**config.mk**
```make
export PLATFORM = sky130hd
export DESIGN_NAME = mmu_requester
export DESIGN_NICKNAME = d
export VERILOG_FILES = /design/src/rtl/mmu_requester_pkg.sv /design/src/rtl/mmu_requester_load_extend.sv /design/src/rtl/mmu_requester.sv
export SDC_FILE = /design/constraint.sdc
export NUM_CORES = 1
export LEC_CHECK = 0
export ABC_AREA = 0
export CORE_UTILIZATION = 51
export CTS_CLUSTER_DIAMETER = 60
export DETAILED_ROUTE_END_ITERATION = 7
export PLACE_DENSITY = 0.85
export SETUP_SLACK_MARGIN = 0.05
export SLEW_MARGIN = 10
export SYNTH_ARGS = -nofsm -noshare
export SYNTH_HDL_FRONTEND = slang
export SYNTH_HIERARCHICAL = 1
export SYNTH_SLANG_ARGS = --single-unit
```
**constraint.sdc**
```tcl
create_clock -name i_clk -period 2.8 [get_ports i_clk]
set_input_delay 0.56 -clock i_clk [delete_from_list [all_inputs] [get_ports i_clk]]
set_output_delay 0.56 -clock i_clk [all_outputs]
set_load 0.05 [all_outputs]
```
**src/rtl/mmu_requester_pkg.sv**
```systemverilog
// Shared constants, state codes and request bundle for mmu_requester.
// MMU command/error codes plus local LSU fault causes.
package mmu_requester_pkg;

  localparam logic [3:0] MMU_READ  = 4'h1;
  localparam logic [3:0] MMU_WRITE = 4'h2;
  localparam logic [3:0] MMU_SPAG  = 4'h3;
  localparam logic [3:0] MMU_PDIR  = 4'h4;

  localparam logic [3:0] MMU_NOERR  = 4'h0;
  localparam logic [3:0] MMU_BADCMD = 4'h1;
  localparam logic [3:0] MMU_FRPAGE = 4'h2;
  localparam logic [3:0] MMU_FWPAGE = 4'h3;

  localparam logic [3:0] LSU_MISALIGN = 4'h8;
  localparam logic [3:0] LSU_BADSIZE  = 4'h9;
  localparam logic [3:0] LSU_TIMEOUT  = 4'hA;

  typedef enum logic [1:0] {
    ST_IDLE,
    ST_WAITLOW,
    ST_WAITHI,
    ST_DONE
  } state_e;

  typedef struct packed {
    logic [3:0]  cmd;
    logic [31:0] addr;
    logic [1:0]  size;
    logic        sgn;
  } req_t;

  function automatic logic [3:0] local_cause(
    input logic [1:0] size,
    input logic [1:0] lsb
  );
    logic [3:0] c;
    c = MMU_NOERR;
    unique case (1'b1)
      size == 2'b10:                     c = LSU_BADSIZE;
      size == 2'b01 && lsb[0]:           c = LSU_MISALIGN;
      size == 2'b11 && lsb != 2'b00:     c = LSU_MISALIGN;
      default:                           c = MMU_NOERR;
    endcase
    return c;
  endfunction

endpackage

```
**src/rtl/mmu_requester_load_extend.sv**
```systemverilog
// Load data extraction: byte/half zero or sign extension, word passthrough.
// Purely combinational.
module mmu_load_extend (
  input  logic [31:0] data,
  input  logic [1:0]  size,
  input  logic        sgn,
  output logic [31:0] result
);

  // Select lane by size and extend
  always_comb begin
    result = data;
    unique case (size)
      2'b00:   result = {{24{sgn & data[7]}}, data[7:0]};
      2'b01:   result = {{16{sgn & data[15]}}, data[15:0]};
      default: result = data;
    endcase
  end

endmodule

```
**src/rtl/mmu_requester.sv**
```systemverilog
// CPU-side MMU command initiator with local size/alignment checks.
// Optional MMU_TIMEOUT_EN aborts a silent MMU after TIMEOUT_CYCLES.
module mmu_requester
  import mmu_requester_pkg::*;
#(
  parameter int TIMEOUT_CYCLES = 255
) (
  input  logic        i_clk,
  input  logic        i_rst_n,
  input  logic        i_req,
  input  logic [3:0]  i_cmd,
  input  logic [31:0] i_addr,
  input  logic [31:0] i_wdata,
  input  logic [1:0]  i_size,
  input  logic        i_signed,
  input  logic        i_user,
  output logic        o_busy,
  output logic        o_done,
  output logic [31:0] o_rdata,
  output logic        o_fault,
  output logic [3:0]  o_cause,
  output logic [31:0] o_fault_addr,
  output logic [31:0] o_mmu_vaddr,
  output logic [31:0] o_mmu_data,
  output logic [1:0]  o_mmu_size,
  output logic [3:0]  o_mmu_cmd,
  output logic        o_mmu_valid,
  output logic        o_mmu_user,
  input  logic [31:0] i_mmu_data,
  input  logic        i_mmu_valid,
  input  logic [3:0]  i_mmu_error
);

  state_e      state, state_n;
  req_t        req_q;
  logic [3:0]  err_q;
  logic [31:0] rdat_q;
  logic [31:0] ext_data;
  logic [3:0]  lcause;
  logic        tmo;
  logic        fault;

  assign lcause = local_cause(i_size, i_addr[1:0]);
  assign fault  = (err_q != MMU_NOERR);

  mmu_load_extend u_ext (
    .data   (rdat_q),
    .size   (req_q.size),
    .sgn    (req_q.sgn),
    .result (ext_data)
  );

`ifdef MMU_TIMEOUT_EN
  logic [15:0] cnt;

  // Cycle counter for time spent waiting on the MMU
  always_ff @(posedge i_clk or negedge i_rst_n) begin
    if (!i_rst_n)
      cnt <= '0;
    else if (state == ST_WAITLOW || state == ST_WAITHI)
      cnt <= cnt + 16'd1;
    else
      cnt <= '0;
  end

  assign tmo = (cnt == 16'(TIMEOUT_CYCLES - 1));
`else
  logic [15:0] unused_tmo;
  assign unused_tmo = 16'(TIMEOUT_CYCLES);
  assign tmo = 1'b0;
`endif

  // State register
  always_ff @(posedge i_clk or negedge i_rst_n) begin
    if (!i_rst_n) state <= ST_IDLE;
    else          state <= state_n;
  end

  // Next-state logic
  always_comb begin
    state_n = state;
    unique case (state)
      ST_IDLE:
        if (i_req)
          state_n = (lcause == MMU_NOERR) ? ST_WAITLOW : ST_DONE;
      ST_WAITLOW:
        if (!i_mmu_valid) state_n = ST_WAITHI;
        else if (tmo)     state_n = ST_DONE;
      ST_WAITHI:
        if (i_mmu_valid || tmo) state_n = ST_DONE;
      ST_DONE:
        state_n = ST_IDLE;
      default:
        state_n = ST_IDLE;
    endcase
  end

  // Request capture, MMU drive, response capture and completion
  always_ff @(posedge i_clk or negedge i_rst_n) begin
    if (!i_rst_n) begin
      req_q        <= '0;
      err_q        <= MMU_NOERR;
      rdat_q       <= '0;
      o_busy       <= 1'b0;
      o_done       <= 1'b0;
      o_rdata      <= '0;
      o_fault      <= 1'b0;
      o_cause      <= MMU_NOERR;
      o_fault_addr <= '0;
      o_mmu_vaddr  <= '0;
      o_mmu_data   <= '0;
      o_mmu_size   <= '0;
      o_mmu_cmd    <= '0;
      o_mmu_valid  <= 1'b0;
      o_mmu_user   <= 1'b0;
    end else begin
      o_done <= 1'b0;
      unique case (state)
        ST_IDLE: begin
          if (i_req) begin
            req_q  <= '{cmd: i_cmd, addr: i_addr, size: i_size, sgn: i_signed};
            err_q  <= lcause;
            rdat_q <= '0;
            o_busy <= 1'b1;
            if (lcause == MMU_NOERR) begin
              o_mmu_vaddr <= i_addr;
              o_mmu_data  <= i_wdata;
              o_mmu_size  <= i_size;
              o_mmu_cmd   <= i_cmd;
              o_mmu_user  <= i_user;
              o_mmu_valid <= 1'b1;
            end
          end
        end
        ST_WAITLOW: begin
          if (i_mmu_valid && tmo) begin
            err_q       <= LSU_TIMEOUT;
            o_mmu_valid <= 1'b0;
          end
        end
        ST_WAITHI: begin
          if (i_mmu_valid) begin
            rdat_q      <= i_mmu_data;
            err_q       <= i_mmu_error;
            o_mmu_valid <= 1'b0;
          end else if (tmo) begin
            err_q       <= LSU_TIMEOUT;
            o_mmu_valid <= 1'b0;
          end
        end
        ST_DONE: begin
          o_done       <= 1'b1;
          o_busy       <= 1'b0;
          o_fault      <= fault;
          o_cause      <= err_q;
          o_fault_addr <= fault ? req_q.addr : '0;
          o_rdata      <= (!fault && req_q.cmd == MMU_READ) ? ext_data : '0;
        end
        default: ;
      endcase
    end
  end

endmodule

```
## After elaboration in Yosys (flattened, before gate mapping)

Index checks and enable logic that the tools add are counted.

- Muxes and demuxes: 22
- Bitwise gates (word level): 2
- Equal/unequal tests: 12
- Reduce and logical (&&, ||, !) cells: 18

Operators with widths:

| operator | count |
|---|---|
| $mux 32 | 4 |
| $pmux 32 s2 | 2 |
| $pmux 4 s2 | 2 |
| $reduce_and 3->1 | 3 |
| $eq 2x2->1 const B | 4 |
| $mux 2 | 4 |
| $mux 4 | 2 |
| $ne 2x2->1 const B | 4 |
| $pmux 2 s4 | 1 |
| $eq 2x1->1 const B | 3 |
| $reduce_bool 2->1 | 3 |
| $mux 1 | 5 |
| $eq 4x1->1 const B | 1 |
| $logic_not 2->1 | 2 |
| $logic_not 4->1 | 1 |
| $pmux 1 s2 | 2 |
| $reduce_and 2->1 | 2 |
| $reduce_and 4->1 | 1 |
| $reduce_bool 4->1 | 1 |
| $logic_and 1x1->1 | 3 |
| $and 1x1->1 | 2 |
| $reduce_or 2->1 | 1 |
| $logic_not 1->1 | 1 |

- Output and inout bits: 143
- Bits in registers: 220

## Logic depth before layout (Yosys ltp)

Gate-level depths: netlist of the first run.

- Depth in word-level cells: 8
- Depth in mapped cells: 9
- Gate-level depth less buffers: 6

## Hierarchy

The synthesis of the first run kept the hierarchy.

By module, submodules not included:

| module | cells an instance | seq. area each (um^2) | times used | area each (um^2) |
|---|---|---|---|---|
| mmu_requester | 642 | 5505.3 | 1 | 8486.9 |
| mmu_load_extend | 66 | 0.0 | 1 | 385.4 |

## Least setup slack after synthesis of the first run

OpenSTA, ideal clock, no wires.

- Kind: flip-flop to flip-flop
- Start: register state[0]
- End: register err_q[1]
- Setup time: 121 ps
- Path slack: 941 ps
- Cell stages (with the launch flop): 9
- Buffers on the path: 3
- Required time: 2679 ps
- Arrival: 1738 ps
- Period minus slack after synthesis: 1859 ps
- Cell sequence: dfrtp_1 inv_1 ha_1 buf_6 nor2b_1 or3_4 buf_6 buf_6 a22o_1

- Word-level cells in the longest chain between the ends: 3
- Elaborated cells between the ends (all ways): 7

Ends and longest elaborated chain:

| item | RTL line | RTL |
|---|---|---|
| from (decl) | mmu_requester.sv:34 | `state_e state, state_n;` |
| from (signal assigned) | mmu_requester.sv:76 | `else state <= state_n;` |
| $eq 2x2->1 or $logic_not 2->1 (tied branches) | mmu_requester.sv:118 | `unique case (state)` |
| $ne 2x2->1 (no line) or $reduce_bool 2->1 (tied branches) | -- |  |
| $reduce_and 3->1 (no line) | -- |  |
| to (signal assigned) | mmu_requester.sv:122 | `err_q <= lcause;` |
| to (signal assigned) | mmu_requester.sv:144 | `err_q <= i_mmu_error;` |
| to (decl) | mmu_requester.sv:36 | `logic [3:0] err_q;` |

Parallel ways exist; a longest one is shown, timed or not.
A chain may end at the register's enable or synchronous reset.

## Final worst setup path of the first run

- Start: register state[0]
- End: register rdat_q[14]

- Word-level cells in the longest chain between the ends: 3
- Elaborated cells between the ends (all ways): 7

Ends and longest elaborated chain:

| item | RTL line | RTL |
|---|---|---|
| $eq 2x2->1 or $logic_not 2->1 (tied branches) | mmu_requester.sv:118 |  |
| $ne 2x2->1 (no line) or $reduce_bool 2->1 (tied branches) | -- |  |
| $reduce_and 3->1 (no line) | -- |  |
| to (signal assigned) | mmu_requester.sv:143 | `rdat_q <= i_mmu_data;` |
| to (decl) | mmu_requester.sv:37 | `logic [31:0] rdat_q;` |

Parallel ways exist; a longest one is shown, timed or not.

==> impl_results.md, run 1 <==
- Fin crit share: 0.822
- Final Skew: between 0.005 and 0.006 ns
- WP data arrival: around 2.7 ns
- Primary FF master, synth: dfrtp_1
- IO Port Bufs: approximately 250
- WP buf/inv: 2
- Final hold violations: 2
- Drc violations: 0
- Final setup fails: 0
- Leakage: 5.23 nW
- CP peak stage delay: a little under 0.7 ns
- Pwr Density: 1280 nW/um^2
- Worst Setup Start Kind: flop
- Worst Tran Pin Value: approximately 0.86 ns
- Critical path's slowest cell: nor2_2
- Num ports: about 260
- Core Rows: 47
- Synth top area share: 0.621
- Initial antenna violation count: 0
- Layout cells sized above 1: 0.178
- WL/cell: ~18 um
- Worst-Skew Late Latency: 0.49 ns
- Clk buf depth: 3
- Mapped Nets: just over 800
- TritonCTS clock tree: done
- RSZ-0062 raised after global routing: no
- Setup TNS: 0 ns
- Final std cells w/o fill: 1182
- Synth top cells by count: dfrtp_1 (220), mux2_2 (108), nand2_1 (96)
- GPL Wtd Cong: ~0.75
- Worst vdd ir: 1.01 mV
- Root buffer selected by CTS: clkbuf_16
- First-pass DRT Iterations: 4
- Critical Path Fanout Max: 21
- DP Worst Slack: between 0.3 and 0.4 ns
- Asr flop ratio synth: 1.00
- DPL Wire Length: 14200 um
- Initial drt markers: 342
- Total Power: 15.7 mW
- Reg area: 5510 um^2
- Vias: roughly 6200
- Number of synthesized flops with an enable pin: 0
- Count leader, synth: dfrtp_1
- Die ar.: 17900 um^2
- Post-DR vias/cell: around 5.3
- Distinct cells, synth: 30
- Number of H-tree levels: 1
- Post_cts resized: 0
- Overall Global Routing Usage: 0.246
- Starting Density: 0.529
- Core Region: about 17000 um^2
- Routed Antenna Nets: 0
- CP Cell Sequence: inv_1 > ha_1 > nor2b_1 > nor2_2 > buf_4 > a22o_1
- Top post-synthesis cells by area: dfrtp_1 (62%), mux2_2 (14%), o22ai_1 (4.5%)
- Run status: finished, violations left
- Area of the multi-input gates: 2790 um^2
- Crit Path Class: reg -> reg
- Largest net degree at the start of global routing: 73
- Post-Syn Area: between 8000 and 9000 um^2
- Global-route wire length before repair: 35100 um
- CTS sink count: 220
- Mapped Cells: between 700 and 800
- Vias in the first global route: around 6500
- Avg Cell Area, Syn: between 10 and 15 um^2
- Slew HR: 0.426
- CTS Hold Buffers Added: 0
- Hold crit path type: in -> async
- P&R area growth vs syn: 38.7%
- Failing checks: negative hold slack
- Sequential-to-total area share from yosys stat: 0.621
- Seq cells post-synth: 220
- Fillers: around 1100
- Post-Place Cells: 1143
- Synth warnings: 6
- Max Cap Viol: 0
- Clk slew on worst S/H paths: 0.06 ns
- CP delay by family, top: simple AND/OR/NAND/NOR gates
- Yosys top cell by area: dfrtp_1
- Final Slew Violations: 0
- Post-CTS setup buffer count: 0
- Die Y: 134 um
- Fin worst setup slack: 0.498 ns
- CP required: approximately 3.2 ns
- Fin nets: ~1100
- Tmin final: 2.30 ns
- Die width: roughly 130 um
- Hold slack: -0.0119 ns
- CP endpoint kind: flop
- Routed WL: ~22000 um
- CTS Buf Count: 23
- Maximum clock rate: between 400 and 500 MHz
- N_diodes: 0
- Gr ovfl total: 0
==> power breakdown <==
group / leakage [nW] / switching (mW) / internal, mW
registers: 2.77 / 0.740 / 4.40
logic: 2.09 / 4.68 / 2.79
clock network: 0.369 / 1.22 / 1.86
total: 5.23 / 6.64 / 9.05
==> metal layers <==
layer / global-route usage / vias to the layer above / share of wire
li1: - / 2893 / -
met1: 0.323 / 3098 / 0.41
met2: 0.417 / 228 / 0.50
met3: 0.0556 / 27 / 0.070
met4: 0.0562 / 0 / 0.016
met5: 0 / - / 0
==> layout by cell type, fill, tap and decap left out, types with 4 or more instances in the layout <==
cell / instances
clkdlybuf4s50_1: 253
dfrtp_1: 220
mux2_2: 108
nand2_1: 95
inv_1: 67
o22ai_1: 64
a22o_1: 35
clkbuf_16: 23
o21ai_0: 19
buf_4: 11
mux2_1: 6
o21ai_1: 6
clkbuf_1: 5
buf_12: 5
a21oi_1: 4
ha_1: 4
clkinv_2: 4
o21ai_2: 4
==> through the flow <==
stage                     hold WS, ns  area (um^2)   util
after floorplan                 0.264         8870      -
after global placement          0.468        11600  0.689
after detailed placement        0.474        11600  0.689
after CTS                      0.0108        12300  0.734
after global routing           0.0188        12300  0.734
final                         -0.0119        12300  0.734
==> registers in the layout (all words and copies together), names as in the netlist, 4 cells and up <==
| signal | flops |
|---|---|
| req_q | 39 |
| o_rdata | 32 |
| err_q | 4 |
| o_mmu_cmd | 4 |
| o_cause | 4 |
| o_fault_addr | 32 |
| o_mmu_vaddr | 32 |
| o_mmu_data | 32 |
| rdat_q | 32 |
==> final timing paths <==
| kind | startpoint | endpoint | slack [ns] | depth (start not counted) |
|---|---|---|---|---|
| setup / recovery | state[0] | rdat_q[14] | 0.50 | 6 |
| hold / removal | i_rst_n | o_cause[1] | -0.01 | 1 |
| setup reg to reg | state[0] | rdat_q[14] | 0.50 | 6 |
| hold reg to reg | o_mmu_vaddr[31] | o_mmu_vaddr[31] | 0.49 | 1 |
| max in group asynchronous | i_rst_n | o_rdata[12] | 2.03 | 2 |
| min in group i_clk | o_mmu_vaddr[31] | o_mmu_vaddr[31] | 0.49 | 1 |
==> cells by family (layout without fill, tap and decap cells) <==
family | count (synthesis) | after routing | share of synthesized area
AOI/OAI and AO/OA | 133 | 133 | 0.101
adders and majority gates | 5 | 5 | 0.00705
buffers and inverters | 122 | 376 | 0.0668
DFF | 220 | 220 | 0.621
muxes | 118 | 118 | 0.151
and+or+nand+nor | 110 | 110 | 0.0540
==> area by class of cell <==
type,count,area share
Sequential cell,220,0.447
Multi-Input combinational cell,366,0.227
Timing Repair Buffer,270,0.222
Clock buffer,31,0.0516
Tap cell,220,0.0224
Inverter,67,0.0204
Clock inverter,8,0.00956
(Power assumes the default switching activity.)
==> inputs of run 2 (changes only) <==
- CORE_UTILIZATION: 51 -> 43
- PLACE_DENSITY: 0.85 -> 0.76
- clock period: 2.8 -> 2 ns (I/O delays scaled with it)
==> run 2 against run 1 <==
  * The run now ends clean
  * Global-route usage decreased by 4.2 points
  * Wire length decreased by 2.4%
  * Total power increased by 37%
  * Largest power group unchanged
  * Flip-flop and latch count unchanged
  * Critical path type is now reg -> out
==> impl_results.md, run 2 (synthesis results as in run 1) <==
- Largest net degree at the start of global routing: 64 (-12%)
- Fin nets: 1085 (+1.9%)
- Drc violations: 0 (unchanged)
- Starting Density: 0.438 (-0.0909)
- WP buf/inv: 1 (-1)
- First-pass DRT Iterations: 4 (unchanged)
- GPL Wtd Cong: 0.764 (+1.2%)
- Layout cells sized above 1: 0.207 (+0.0288)
- Fillers: 1630 (+45%)
- RSZ-0062 raised after global routing: no
- CP Cell Sequence: dlygate4sd2_1
- Pwr Density: 1720 nW/um^2 (+35%)
- Num ports: 255 (unchanged)
- P&R area growth vs syn: 40.2%
- Final Slew Violations: 0 (unchanged)
- R2R setup slack: 0.17 ns (-0.33 ns)
- Reg-to-reg endpoint: rdat_q[4]
- CTS sink count: 220 (unchanged)
- Leakage: 5.75 nW (+9.8%)
- Die ar.: 21200 um^2 (+18%)
- Die Y: 146 um (+8.8%)
- Routed Antenna Nets: 0 (unchanged)
- Max Cap Viol: 0 (unchanged)
- CP required: 1.60 ns (-1.63 ns)
- Final setup fails: 0 (unchanged)
- Clk slew on worst S/H paths: 0.06 ns (about the same)
- DPL Wire Length: 14600 um (+2.6%)
- Commonest non-fill, non-tap cell in the layout: dfrtp_1
- Worst Tran Pin Value: 0.609 ns (-0.251 ns)
- CP delay by family, top: buffers and inverters
- Fin crit share: 0.917
- Hold slack: 0.442 ns (+0.454 ns)
- Final Skew: 0.00980 ns (+0.00395 ns)
- WL/cell: 16.9 um (-8.0%)
- Tmin final: 1.83 ns
- CP endpoint kind: primary output
- Worst vdd ir: 1.15 mV (+14%)
- Total Power: 21.4 mW (+37%)
- Gr ovfl total: 0 (unchanged)
- Max reg flops: 39 (unchanged)
- Worst Setup Start Kind: flop
- CTS Buf Count: 24 (+4.3%)
- Final hold violations: 0 (-2)
- Number of H-tree levels: 1 (unchanged)
- Global-route wire length before repair: 34900 um (-0.43%)
- WP data arrival: 1.43 ns (-1.30 ns)
- Core Region: 20200 um^2 (+21%)
- Critical Path Fanout Max: 2 (-90%)
- Maximum clock rate: about 550 MHz
- Vias in the first global route: 6612 (+2.4%)
- Reg2Reg Depth: 6 (unchanged)
- Vias: 6287 (+0.66%)
- Core Rows: 52 (+11%)
- Most frequent cells in the layout: dfrtp_1 (220), dlygate4sd2_1 (129), clkdlybuf4s50_1 (110), mux2_2 (108), nand2_1 (95)
- Run status: complete, no violations
- Overall Global Routing Usage: 0.205 (-0.0416)
- Slew HR: 0.585 (+0.160)
- Post-DR vias/cell: 5.01 (-5.1%)
- CP peak stage delay: 0.57 ns (-0.12 ns)
- Initial antenna violation count: 0 (unchanged)
- Critical path's slowest cell: dlygate4sd2_1
- Die width: 146 um (+8.8%)
- Clk buf depth: 3 (unchanged)
- Routed WL: 21100 um (-2.4%)
- Initial drt markers: 253 (-26%)
- RR Startpoint: state[1]
- Worst-Skew Late Latency: 0.51 ns (+0.02 ns)
- Root buffer selected by CTS: clkbuf_16
- Hold crit path type: in -> async
- Most flops, register: req_q
- TritonCTS clock tree: done
- IO Port Bufs: 254 (unchanged)
- Crit Path Class: reg -> out
## run 2: cell count changes in the layout (fill, tap and decap cells not counted), moves of 3 or more
cell	change
clkdlybuf4s50_1	-143
dlygate4sd2_1	+129
buf_4	+24
buf_12	+7
clkbuf_8	+3
clkinv_2	-3
## run 2: power by group
part	internal [mW]	leakage, nW	total (mW)	switching (mW)
logic	3.45	2.60	10.0	6.59
clock network	2.63	0.382	4.33	1.71
registers	6.16	2.77	7.08	0.917
total	12.2	5.75	21.4	9.21
## run 2: worst max path at each step
| stage | slack, ns | cells past startpoint | startpoint | to |
|---|---|---|---|---|
| 3_5_place_dp | -0.20 | 6 | i_size[0] | o_mmu_vaddr[3] |
| 6_report | 0.17 | 1 | o_fault_addr[10] | o_fault_addr[10] |
| 3_3_place_gp | -0.17 | 6 | i_size[0] | o_mmu_vaddr[9] |
| 4_1_cts | 0.09 | 6 | state[1] | rdat_q[6] |
| 5_1_grt | 0.1 | 6 | state[1] | o_mmu_data[15] |
| 2_1_floorplan | 0.14 | 8 | state[0] | err_q[1] |
## run 2: area by class of cell
type / count / area [um^2] / share of cell area
Sequential cell: 220 / 5510 / 0.443
Multi-Input combinational cell: 366 / 2790 / 0.224
Timing Repair Buffer: 289 / 2770 / 0.223
Clock buffer: 38 / 734 / 0.0591
Tap cell: 270 / 338 / 0.0272
Inverter: 67 / 251 / 0.0202
Clock inverter: 3 / 43.8 / 0.00352
Antenna cell: 1 / 2.50 / 0.000201
## run 2: what timing repair did
item,in CTS,in global routing
hold buffers,1,0
buffers inserted,0,1
resized for setup,129,1
pin swaps,0,0
hold endpoints to repair,55,0
endpoints found under the setup margin,129,66
## run 2: per-stage QoR
stage,worst slack (ns),TNS [ns],util,area (um^2),std cells
3_3_place_gp,-0.174,-11.37,0.583,11800,1210
6_report,0.166,0,0.615,12400,1254
2_1_floorplan,0.141,0,-,8870,708
4_1_cts,0.0932,0,0.614,12400,1252
3_5_place_dp,-0.204,-12.97,0.583,11800,1210
5_1_grt,0.0983,0,0.615,12400,1253
## run 2: routing by layer
layer	up-vias	GRT usage	part of all wire
met1	3114	0.264	0.42
met4	0	0.0563	0.021
met2	197	0.343	0.48
li1	2939	-	-
met5	-	0	0
met3	37	0.0533	0.077
